File: src/rtl/display_stream_dispatcher_pkg.sv
// Shared types and constants for the display stream dispatcher.
// Covers the parser state encoding, the header field offsets, channel ids and error bit indices.
package display_stream_pkg;

    typedef enum logic [1:0] {
        ST_IDLE    = 2'd0,
        ST_PAYLOAD = 2'd1,
        ST_PAD     = 2'd2,
        ST_DRAIN   = 2'd3
    } state_e;

    localparam int TYPE_LSB = 0;
    localparam int LEN_LSB  = 16;

    localparam int CH_IMAGE = 1;
    localparam int CH_BBOX  = 2;
    localparam int CH_LOGO  = 3;

    localparam int ERR_W       = 3;
    localparam int ERR_TYPE    = 0;
    localparam int ERR_EARLY   = 1;
    localparam int ERR_MISSING = 2;

endpackage

File: src/rtl/display_stream_dispatcher_skid.sv
// Two-entry register slice carrying data, last and destination channel; 1 cycle latency.
// in_rdy depends only on occupancy, so there is no combinational path from out_rdy to in_rdy.
module display_stream_skid #(
    parameter int DW  = 64,
    parameter int CHW = 2
) (
    input  logic           clk,
    input  logic           rst_n,
    input  logic           in_vld,
    input  logic           in_last,
    input  logic [DW-1:0]  in_dat,
    input  logic [CHW-1:0] in_ch,
    output logic           in_rdy,
    input  logic [CHW-1:0] chk_ch,
    output logic           other_ch,
    output logic           out_vld,
    output logic           out_last,
    output logic [DW-1:0]  out_dat,
    output logic [CHW-1:0] out_ch,
    input  logic           out_rdy
);
    logic [1:0]     cnt_q, cnt_d;
    logic [DW-1:0]  dat0_q, dat0_d, dat1_q, dat1_d;
    logic           last0_q, last0_d, last1_q, last1_d;
    logic [CHW-1:0] ch0_q, ch0_d, ch1_q, ch1_d;
    logic           push, pop;

    assign in_rdy   = (cnt_q != 2'd2);
    assign out_vld  = (cnt_q != 2'd0);
    assign out_last = last0_q;
    assign out_dat  = dat0_q;
    assign out_ch   = ch0_q;
    assign push     = in_vld & in_rdy;
    assign pop      = out_vld & out_rdy;
    // Lets the parser hold off a new channel until older channels' words have left.
    assign other_ch = ((cnt_q != 2'd0) && (ch0_q != chk_ch)) ||
                      ((cnt_q == 2'd2) && (ch1_q != chk_ch));

    always_comb begin
        cnt_d   = cnt_q;
        dat0_d  = dat0_q;
        dat1_d  = dat1_q;
        last0_d = last0_q;
        last1_d = last1_q;
        ch0_d   = ch0_q;
        ch1_d   = ch1_q;
        case ({push, pop})
            2'b10: begin
                if (cnt_q == 2'd0) begin
                    dat0_d  = in_dat;
                    last0_d = in_last;
                    ch0_d   = in_ch;
                end else begin
                    dat1_d  = in_dat;
                    last1_d = in_last;
                    ch1_d   = in_ch;
                end
                cnt_d = cnt_q + 2'd1;
            end
            2'b01: begin
                dat0_d  = dat1_q;
                last0_d = last1_q;
                ch0_d   = ch1_q;
                cnt_d   = cnt_q - 2'd1;
            end
            2'b11: begin
                dat0_d  = in_dat;
                last0_d = in_last;
                ch0_d   = in_ch;
            end
            default: ;
        endcase
    end

    always_ff @(posedge clk or negedge rst_n) begin
        if (!rst_n) begin
            cnt_q   <= 2'd0;
            dat0_q  <= '0;
            dat1_q  <= '0;
            last0_q <= 1'b0;
            last1_q <= 1'b0;
            ch0_q   <= '0;
            ch1_q   <= '0;
        end else begin
            cnt_q   <= cnt_d;
            dat0_q  <= dat0_d;
            dat1_q  <= dat1_d;
            last0_q <= last0_d;
            last1_q <= last1_d;
            ch0_q   <= ch0_d;
            ch1_q   <= ch1_d;
        end
    end

endmodule

File: src/rtl/display_stream_dispatcher.sv
// Parses a header word, routes its payload to one of NUM_CH channels and strips alignment padding.
// Latency 1 cycle to out_valid; in_ready drops when the skid is full or still holds another channel.
module display_stream_dispatcher
    import display_stream_pkg::*;
#(
    parameter int DATA_WIDTH  = 64,
    parameter int NUM_CH      = 4,
    parameter int TYPE_WIDTH  = 3,
    parameter int LEN_WIDTH   = 20,
    parameter int ALIGN_WORDS = 2
) (
    input  logic                  clk,
    input  logic                  rst_n,
    input  logic                  in_valid,
    input  logic                  in_last,
    input  logic [DATA_WIDTH-1:0] in_data,
    output logic                  in_ready,
    output logic [NUM_CH-1:0]     out_valid,
    output logic [NUM_CH-1:0]     out_last,
    output logic [DATA_WIDTH-1:0] out_data,
    input  logic [NUM_CH-1:0]     out_ready,
    output logic [ERR_W-1:0]      err_pulse,
    output logic                  pkt_done
);
    localparam int CHW = (NUM_CH > 1) ? $clog2(NUM_CH) : 1;
    localparam logic [LEN_WIDTH-1:0] ALIGN_MASK = LEN_WIDTH'(ALIGN_WORDS - 1);

    state_e               state_q, state_d;
    logic [CHW-1:0]       ch_q, ch_d;
    logic [LEN_WIDTH-1:0] len_q, len_d, pad_q, pad_d, cnt_q, cnt_d;
    logic [ERR_W-1:0]     err_q, err_d;
    logic                 done_q, done_d, run_q;

    logic [TYPE_WIDTH-1:0] hdr_type;
    logic [LEN_WIDTH-1:0]  hdr_len, hdr_pad;
    logic                  hdr_bad, accept, payload_end, pad_end;
    logic                  fwd_vld, fwd_last, sk_in_rdy, sk_other;
    logic                  sk_vld, sk_last, sk_out_rdy;
    logic [DATA_WIDTH-1:0] sk_dat;
    logic [CHW-1:0]        sk_ch;

    assign hdr_type    = in_data[TYPE_LSB +: TYPE_WIDTH];
    assign hdr_len     = in_data[LEN_LSB +: LEN_WIDTH];
    // -(len+1) == ~len, so the pad to the next alignment boundary is just the low bits of ~len.
    assign hdr_pad     = ~hdr_len & ALIGN_MASK;
    assign hdr_bad     = 32'(hdr_type) >= NUM_CH;
    assign payload_end = (cnt_q == len_q - LEN_WIDTH'(1));
    assign pad_end     = (cnt_q == pad_q - LEN_WIDTH'(1));
    assign accept      = in_valid & in_ready;

    always_ff @(posedge clk or negedge rst_n) begin
        if (!rst_n) begin
            state_q <= ST_IDLE;
            ch_q    <= '0;
            len_q   <= '0;
            pad_q   <= '0;
            cnt_q   <= '0;
            err_q   <= '0;
            done_q  <= 1'b0;
            run_q   <= 1'b0;
        end else begin
            state_q <= state_d;
            ch_q    <= ch_d;
            len_q   <= len_d;
            pad_q   <= pad_d;
            cnt_q   <= cnt_d;
            err_q   <= err_d;
            done_q  <= done_d;
            run_q   <= 1'b1;
        end
    end

    always_comb begin
        state_d = state_q;
        ch_d    = ch_q;
        len_d   = len_q;
        pad_d   = pad_q;
        cnt_d   = cnt_q;
        err_d   = '0;
        done_d  = 1'b0;
        if (accept) begin
            case (state_q)
                ST_IDLE: begin
                    ch_d  = hdr_type[CHW-1:0];
                    len_d = hdr_len;
                    pad_d = hdr_pad;
                    cnt_d = '0;
                    if (hdr_bad) begin
                        err_d[ERR_TYPE] = 1'b1;
                        state_d = in_last ? ST_IDLE : ST_DRAIN;
                    end else if (hdr_len == '0 && hdr_pad == '0) begin
                        done_d = in_last;
                        err_d[ERR_MISSING] = ~in_last;
                        state_d = in_last ? ST_IDLE : ST_DRAIN;
                    end else if (in_last) begin
                        err_d[ERR_EARLY] = 1'b1;
                    end else begin
                        state_d = (hdr_len != '0) ? ST_PAYLOAD : ST_PAD;
                    end
                end
                ST_PAYLOAD: begin
                    cnt_d = cnt_q + LEN_WIDTH'(1);
                    if (payload_end && pad_q == '0) begin
                        done_d = in_last;
                        err_d[ERR_MISSING] = ~in_last;
                        state_d = in_last ? ST_IDLE : ST_DRAIN;
                    end else if (in_last) begin
                        err_d[ERR_EARLY] = 1'b1;
                        state_d = ST_IDLE;
                    end else if (payload_end) begin
                        cnt_d   = '0;
                        state_d = ST_PAD;
                    end
                end
                ST_PAD: begin
                    cnt_d = cnt_q + LEN_WIDTH'(1);
                    if (pad_end) begin
                        done_d = in_last;
                        err_d[ERR_MISSING] = ~in_last;
                        state_d = in_last ? ST_IDLE : ST_DRAIN;
                    end else if (in_last) begin
                        err_d[ERR_EARLY] = 1'b1;
                        state_d = ST_IDLE;
                    end
                end
                ST_DRAIN: begin
                    if (in_last) state_d = ST_IDLE;
                end
                default: state_d = ST_IDLE;
            endcase
        end
    end

    always_comb begin
        in_ready = run_q;
        if (state_q == ST_PAYLOAD) in_ready = run_q & sk_in_rdy & ~sk_other;
        fwd_vld  = in_valid & in_ready & (state_q == ST_PAYLOAD);
        fwd_last = payload_end | in_last;
    end

    display_stream_skid #(
        .DW  (DATA_WIDTH),
        .CHW (CHW)
    ) u_skid (
        .clk      (clk),
        .rst_n    (rst_n),
        .in_vld   (fwd_vld),
        .in_last  (fwd_last),
        .in_dat   (in_data),
        .in_ch    (ch_q),
        .in_rdy   (sk_in_rdy),
        .chk_ch   (ch_q),
        .other_ch (sk_other),
        .out_vld  (sk_vld),
        .out_last (sk_last),
        .out_dat  (sk_dat),
        .out_ch   (sk_ch),
        .out_rdy  (sk_out_rdy)
    );

    always_comb begin
        out_valid = '0;
        out_last  = '0;
        if (sk_vld) begin
            out_valid[sk_ch] = 1'b1;
            out_last[sk_ch]  = sk_last;
        end
    end

    assign sk_out_rdy = out_ready[sk_ch];
    assign out_data   = sk_dat;
    assign err_pulse  = err_q;
    assign pkt_done   = done_q;

endmodule

File: config.mk
export PLATFORM = sky130hd
export DESIGN_NAME = display_stream_dispatcher
export DESIGN_NICKNAME = d
export VERILOG_FILES = /design/src/rtl/display_stream_dispatcher_pkg.sv /design/src/rtl/display_stream_dispatcher_skid.sv /design/src/rtl/display_stream_dispatcher.sv
export SDC_FILE = /design/constraint.sdc
export NUM_CORES = 1
export LEC_CHECK = 0
export CAP_MARGIN = 20
export CORE_UTILIZATION = 54
export DETAILED_ROUTE_END_ITERATION = 12
export MAX_ROUTING_LAYER = met4
export PLACE_DENSITY = 0.79
export SLEW_MARGIN = 20
export SYNTH_ARGS = -nofsm -noshare
export SYNTH_HDL_FRONTEND = slang
export SYNTH_SLANG_ARGS = --single-unit
File: constraint.sdc
create_clock -name clk -period 4 [get_ports clk]
set_input_delay 0.8 -clock clk [delete_from_list [all_inputs] [get_ports clk]]
set_output_delay 0.8 -clock clk [all_outputs]
set_load 0.005 [all_outputs]
Yosys cells after proc, flatten, opt, wreduce, memory -nomap -nowiden
Cells that the tools add are included.
{ "classes": {"add_sub_neg": 5, "order_cmp": 3, "eq_ne": 15, "mux": 47, "n_bitwise": 12, "n_reduce_logical": 21} }
{ "ops": {"columns": ["cell", "count"], "rows": [
  ["64-bit case mux with 3 select lines", 1],
  ["64-bit 2-to-1 mux", 1],
  ["20-bit logical NOT", 3],
  ["20-bit 2-to-1 mux", 3],
  ["20-bit case mux with 3 select lines", 1],
  ["20-bit == test", 2],
  ["2-bit 2-to-1 mux", 12],
  ["20-bit by 1-bit adder with 20-bit output (second input constant)", 1],
  ["20-bit nonzero test", 1],
  ["20-bit by 1-bit subtractor with 20-bit output (second input constant)", 1],
  ["1-bit 2-to-1 mux", 18],
  ["2-bit case mux with 3 select lines", 2],
  ["2-bit == test (second input constant)", 5],
  ["4-bit 2-to-1 mux", 2],
  ["4-bit != test (second input constant)", 2],
  ["2-bit case mux with 4 select lines", 1],
  ["2-bit AND reduction", 4],
  ["1-bit bitwise AND", 6],
  ["1-bit case mux with 3 select lines", 2],
  ["3-bit nonzero test", 2],
  ["1-bit logical AND", 5],
  ["4-bit bitwise AND", 1],
  ["2-bit by 1-bit == test with 1-bit output (second input constant)", 2],
  ["2-bit logical NOT", 2],
  ["other kinds (18)", 23]
]} }
{ "totals": {"ff_bits": 186, "inputBits": 72, "out_inout_bits": 77} }

Logic depth before layout (Yosys ltp)
{ "depth": {"depth_word": 12, "mapped_depth": 15, "depth_no_buf": 12} }

Modules after synthesis
Synthesis repeated with hierarchy kept, for this count alone.
{ "unflattened": {"hier_cells": 786, "area_unflattened_um2": 9745.6} }
{ "modules_own_cells": {"columns": ["mod", "n_inst", "cells_per_inst", "area_each_um2", "seq_area_each_um2"], "rows": [
  ["display_stream_skid", 1, 381, 6118.4, 3403.3],
  ["display_stream_dispatcher", 1, 405, 3627.2, 1251.2]
]} }

Worst setup path after synthesis
Ideal clock, no wire load.
{ "synth_path": {"path_kind": "reg-to-reg", "start": "reg state_q[1]", "end": "reg u_skid.dat0_q[44] (netlist: u_skid.out_dat[44])", "setup_ns": 0.137, "arrival_ns": 3.007, "required_time_ns": 3.863, "path_slack_ns": 0.856, "path_stages_with_launch": 15, "path_buffers": 4, "path_cell_list": "dfrtp_1 > inv_1 > ha_1 > clkbuf_1 > o21ai_0 > a31oi_1 > nor2_1 > and2_0 > nand2_1 > ha_1 > clkbuf_1 > buf_1 > clkbuf_1 > mux2i_1 > a21oi_1"} }
{ "synth_between": {"elab_chain_cells": 8, "word_cells_on_any_way": 12, "cone_classes": "eq/ne (5); mux (2); bitwise (3); reduce/logical (2)"} }
{ "synth_rtl": {"columns": ["element", "line", "source"], "rows": [
  ["from (decl)", "display_stream_dispatcher.sv:28", "state_e state_q, state_d;"],
  ["from (signal assigned)", "display_stream_dispatcher.sv:62", "state_q <= state_d;"],
  ["2-bit by 1-bit == test with 1-bit output (*)", "display_stream_dispatcher.sv:136", "if (state_q == ST_PAYLOAD) in_ready = run_q & sk_in_rdy & ~sk_other;"],
  ["1-bit 2-to-1 mux (*)", "display_stream_dispatcher.sv:136", null],
  ["named net in_ready", "display_stream_dispatcher.sv:17", "output logic in_ready,"],
  ["1-bit bitwise AND (*) (2 in series)", "display_stream_dispatcher.sv:137", "fwd_vld = in_valid & in_ready & (state_q == ST_PAYLOAD);"],
  ["1-bit bitwise AND (*)", "display_stream_dispatcher_skid.sv:33", "assign push = in_vld & in_rdy;"],
  ["2-bit == test / 2-bit by 1-bit == test with 1-bit output (equally long branches)", "display_stream_dispatcher_skid.sv:47", "case ({push, pop})"],
  ["2-bit by 1-bit != test with 1-bit output (no line) / 3-bit nonzero test (equally long branches)", null, null],
  ["2-bit AND reduction (no line)", null, null],
  ["to (signal assigned)", "display_stream_dispatcher_skid.sv:86", "dat0_q <= dat0_d;"],
  ["to (decl)", "display_stream_dispatcher_skid.sv:23", "logic [DW-1:0] dat0_q, dat0_d, dat1_q, dat1_d;"]
]} }
Mark *: on every way through the listed nets, which the timed path passes. The rest lies on a longest branch.
A chain may end at the register's enable or synchronous reset.

Worst setup path after layout
{ "layout_path": {"start": "reg len_q[0]", "end": "reg state_q[0]"} }
{ "layout_between": {"elab_chain_cells": 5, "word_cells_on_any_way": 7, "cone_classes": "add/sub (1); eq/ne (2); mux (2); reduce/logical (2)"} }
{ "layout_rtl": {"columns": ["element", "line", "source"], "rows": [
  ["from (decl)", "display_stream_dispatcher.sv:30", "logic [LEN_WIDTH-1:0] len_q, len_d, pad_q, pad_d, cnt_q, cnt_d;"],
  ["from (signal assigned)", "display_stream_dispatcher.sv:64", "len_q <= len_d;"],
  ["20-bit by 1-bit subtractor with 20-bit output (*)", "display_stream_dispatcher.sv:47", "assign payload_end = (cnt_q == len_q - LEN_WIDTH'(1));"],
  ["20-bit == test (*)", "display_stream_dispatcher.sv:47", null],
  ["1-bit logical AND", "display_stream_dispatcher.sv:103", "if (payload_end && pad_q == '0) begin"],
  ["4-bit != test (no line) / 2-bit 2-to-1 mux (equally long branches)", null, null],
  ["3-bit AND reduction (no line) / 2-bit case mux with 4 select lines (equally long branches)", null, null]
]} }
Mark *: on every way between the ends. The rest lies on a longest branch, timed or not.

==> run summary <==
=========================================================================================
Outcome                                                                      finished, final reports clean
Slew of the pin with the lowest slew margin                                       1.04 ns
Remaining design rule violation count                                                   0
Final total negative setup slack                                                     0 ns
Inst Count DP                                                                        1177
Final count of negative-setup-slack endpoints                                           0
Most used standard cell by instance count after synthesis                    sky130_fd_sc_hd__dfrtp_1
IR drop worst, VDD                                                               0.538 mV
Mux contribution to synthesized area                                                18.5%
Max-Slew Margin vs Limit                                                            30.4%
Synth unique cells                                                                     66
Category of cells accounting for the largest share of critical-path delay    simple AND/OR/NAND/NOR gates
Synthesized-area fraction occupied by ao, oa, aoi and oai cells                     9.01%
Number of nets in the final layout                                                   1056
Global-route wire length before repair                                            35.5 mm
Number of standard cells in the layout, taps in and fillers out                      1208
TritonCTS Buffers                                                                      17
Final critical-path share of the clock period                                       85.9%
Full die area                                                                   17600 µm²
Shortest clock period the worst path allows after layout                          3.43 ns
Adder-cell share of the synthesized area                                            1.08%
Largest net degree at the start of global routing                                     110
Yosys top cell area share                                                           50.4%
Total Wirelength                                                                  21.5 mm
Area of the mapped netlist                                                       9240 µm²
Wire length per cell                                                              17.8 µm
Antenna violations before repair                                                        0
Count of synthesis-stage warnings from yosys                                            0
Share of final-layout standard cells stronger than drive strength 1                 15.1%
Class of the most critical setup path                                        flip-flop to flip-flop
Sequential fraction of the synthesis area                                           50.4%
P_leak                                                                            4.98 nW
H-Tree Level Count                                                                      4
Critical path peak fanout                                                               6
Skew-Pair Late Insertion Delay                                                    0.43 ns
Quantity of gates resized following cts                                                 0
Tightest Hold Check Type                                                     input pin to asynchronous set/reset pin
Floorplan core area                                                             16600 µm²
Cell depth of the worst flop-to-flop path                                              10
Unrepaired setup endpoints after global routing                                        no
Final Max Slew Viols                                                                    0
Main combinational cell family by area after synthesis                       multiplexers
Total power density per cell area                                              781 nW/µm²
Post-CTS Setup Bufs                                                                     0
Post-Route Utilization                                                              69.2%
Via count of the first global-routing pass                                           6969
Number of antenna-violating nets in the routed design                                   0
Data required time of the worst path                                              4.31 ns
Max Cap Violations                                                                      0
Buf+Inv Stages, Crit Path                                                               1
Initial core utilization                                                            55.5%
Post-CTS Hold Fix Bufs                                                                  0
Peak clock frequency supported by timing                                          291 MHz
Num ports                                                                             149
Count of inserted antenna diode cells                                                   0
Setup slack, reg-to-reg                                                           0.57 ns
CTS Root Buffer Type                                                         sky130_fd_sc_hd__clkbuf_16
Critical path startpoint category                                               flip-flop
Overall die height                                                                 133 µm
Net Count, Synth                                                                      939
Number of clock sinks seen by CTS                                                     186
RR Startpoint                                                                len_q[0]$_DFFE_PN0P_
Arrival time of data at the critical path endpoint                                3.75 ns
P&R area growth vs syn                                                              24.5%
Proportion of register bits with asynchronous set or reset after synthesis           100%
Delay contributed by the slowest stage of the critical path                       0.57 ns
Overall die width                                                                  133 µm
Critical path capture point type                                                flip-flop
Weighted congestion at the end of routability-driven global placement               0.864
Clock-pin slew on the worst setup and hold paths                                  0.07 ns
Leftover overflow at the end of global routing                                          0
Number of flops mapped to enable cells by yosys                                         0
Starting DRC count in detailed routing                                                489
Standard cell with the maximum stage delay on the critical path              sky130_fd_sc_hd__or4_4
Gate count of the mapped netlist                                                      859
Floorplan row count                                                                    47
Post-Syn Area per Cell                                                           10.8 µm²
Min Hold Slack                                                                   0.469 ns
Cells along the critical path                                                inv_1 > ha_1 > nor3b_1 > nand3_2 > or4_4 > a22oi_1 > and3_1 > nand4_1 > a31oi_1 > mux2_2
Largest cells by area after synthesis                                        sky130_fd_sc_hd__dfrtp_1 50%, sky130_fd_sc_hd__mux2_2 11%, sky130_fd_sc_hd__mux2i_1 7.6%, sky130_fd_sc_hd__a21oi_1 3.7%, sky130_fd_sc_hd__nor2_1 3.7%
Pwr Total                                                                         8.99 mW
Vias per inst                                                                        5.79
Simple-Gate Fraction of Synth Area                                                  13.7%
Clock Tree Buf Depth                                                                    2
Clock tree from TritonCTS                                                            done
Post-DP HPWL                                                                      14.6 mm
Hold Vio Cnt, Final                                                                     0
Parity-gate share of the synthesized area counting xor and xnor cells               3.94%
Clock skew                                                                     0.00845 ns
FF-to-FF End                                                                 state_q[0]$_DFFE_PN0P_
First-pass DRT Iterations                                                               6
Top cell types by occurrence after synthesis                                 186 x sky130_fd_sc_hd__dfrtp_1, 90 x sky130_fd_sc_hd__mux2_2, 90 x sky130_fd_sc_hd__nor2_1
Area leader, netlist                                                         sky130_fd_sc_hd__dfrtp_1
Number of synthesized register bits                                                   186
All-layer global routing usage                                                      26.3%
Cell count along the critical path                                                     10
Count of buffers inserted at the top-level ports                                      148
Primary FF master, synth                                                     sky130_fd_sc_hd__dfrtp_1
Vias                                                                                 6999
=========================================================================================
cell usage in the layout, fill, tap and decap left out, types with 4 or more instances in the layout:
| cell | instances |
|---|---|
| sky130_fd_sc_hd__nand4_1 | 11 |
| sky130_fd_sc_hd__a211oi_1 | 4 |
| sky130_fd_sc_hd__nor4_1 | 18 |
| sky130_fd_sc_hd__mux2i_1 | 70 |
| sky130_fd_sc_hd__nand2b_1 | 7 |
| sky130_fd_sc_hd__o21ai_0 | 14 |
| sky130_fd_sc_hd__inv_1 | 14 |
| sky130_fd_sc_hd__a21oi_1 | 69 |
| sky130_fd_sc_hd__xor2_1 | 19 |
| sky130_fd_sc_hd__o22a_1 | 6 |
| sky130_fd_sc_hd__clkbuf_16 | 17 |
| sky130_fd_sc_hd__mux2_2 | 90 |
| sky130_fd_sc_hd__dfrtp_1 | 186 |
| sky130_fd_sc_hd__a31oi_1 | 4 |
| sky130_fd_sc_hd__nor3_1 | 24 |
| sky130_fd_sc_hd__nand2_1 | 39 |
| sky130_fd_sc_hd__buf_12 | 5 |
| sky130_fd_sc_hd__clkdlybuf4s50_1 | 147 |
| sky130_fd_sc_hd__buf_4 | 7 |
| sky130_fd_sc_hd__and3_1 | 11 |
| sky130_fd_sc_hd__nor2_1 | 90 |
| sky130_fd_sc_hd__clkinv_4 | 4 |
| sky130_fd_sc_hd__xnor2_1 | 20 |
| sky130_fd_sc_hd__a21o_1 | 6 |
| sky130_fd_sc_hd__ha_1 | 7 |
| sky130_fd_sc_hd__o31ai_1 | 8 |
| sky130_fd_sc_hd__nand3_1 | 18 |
where the power goes:
part	switching [mW]	leakage, nW	total [mW]	internal (mW)
logic	1.89	2.41	4.02	2.13
registers	0.640	2.29	3.35	2.71
clock network	0.781	0.283	1.62	0.840
metrics by stage:
step	area, µm²	worst slack [ns]
6_report	11500	0.565
3_5_place_dp	10900	0.638
5_1_grt	11500	0.344
3_3_place_gp	10900	0.711
4_1_cts	11500	0.626
2_1_floorplan	9240	0.856
state kept, by name (all words and copies together) (netlist names), 2 cells and up:
| signal | count |
|---|---|
| err_pulse | 3 |
| u_skid.out_ch | 2 |
| ch_q | 2 |
| u_skid.dat1_q | 64 |
| len_q | 20 |
| u_skid.cnt_q | 2 |
| cnt_q | 20 |
| state_q | 2 |
| u_skid.ch1_q | 2 |
| u_skid.out_dat | 64 |
how the worst max path moves through the flow:
stage                                      start                              to
after detailed placement                in_valid  u_skid.out_dat[44]$_DFFE_PN0P_
final                       len_q[0]$_DFFE_PN0P_          state_q[0]$_DFFE_PN0P_
after global routing        len_q[0]$_DFFE_PN0P_          state_q[0]$_DFFE_PN0P_
after floorplan           state_q[1]$_DFFE_PN0P_  u_skid.out_dat[44]$_DFFE_PN0P_
after global placement                  in_valid  u_skid.out_dat[52]$_DFFE_PN0P_
after CTS                   len_q[0]$_DFFE_PN0P_          state_q[0]$_DFFE_PN0P_
logic make-up after synthesis:
family	count (synthesis)
buffers and inverters	77
AND/OR/NAND/NOR	250
XOR/XNOR	40
AO/OA/AOI/OAI	137
other	1
adder cells (fa/ha/maj)	8
flip-flops	186
multiplexers	160
cell type report:
type / instances / area, µm²
inverter: 15 / 56.3
clock buffer: 18 / 439
timing repair buffer: 160 / 1640
sequential: 186 / 4650
fill: 1246 / 5130
clock inverter: 13 / 133
multi-input combinational: 596 / 4310
tap: 220 / 275
routing by layer:
layer	share of wire [%]	routed length [µm]	track usage, %
met1	45	9660	34.5
met2	48	10300	40.0
met3	5.3	1140	6.36
met4	1.9	418	8.94
met5	0	0	-
Power figures use the tool's default switching activity.
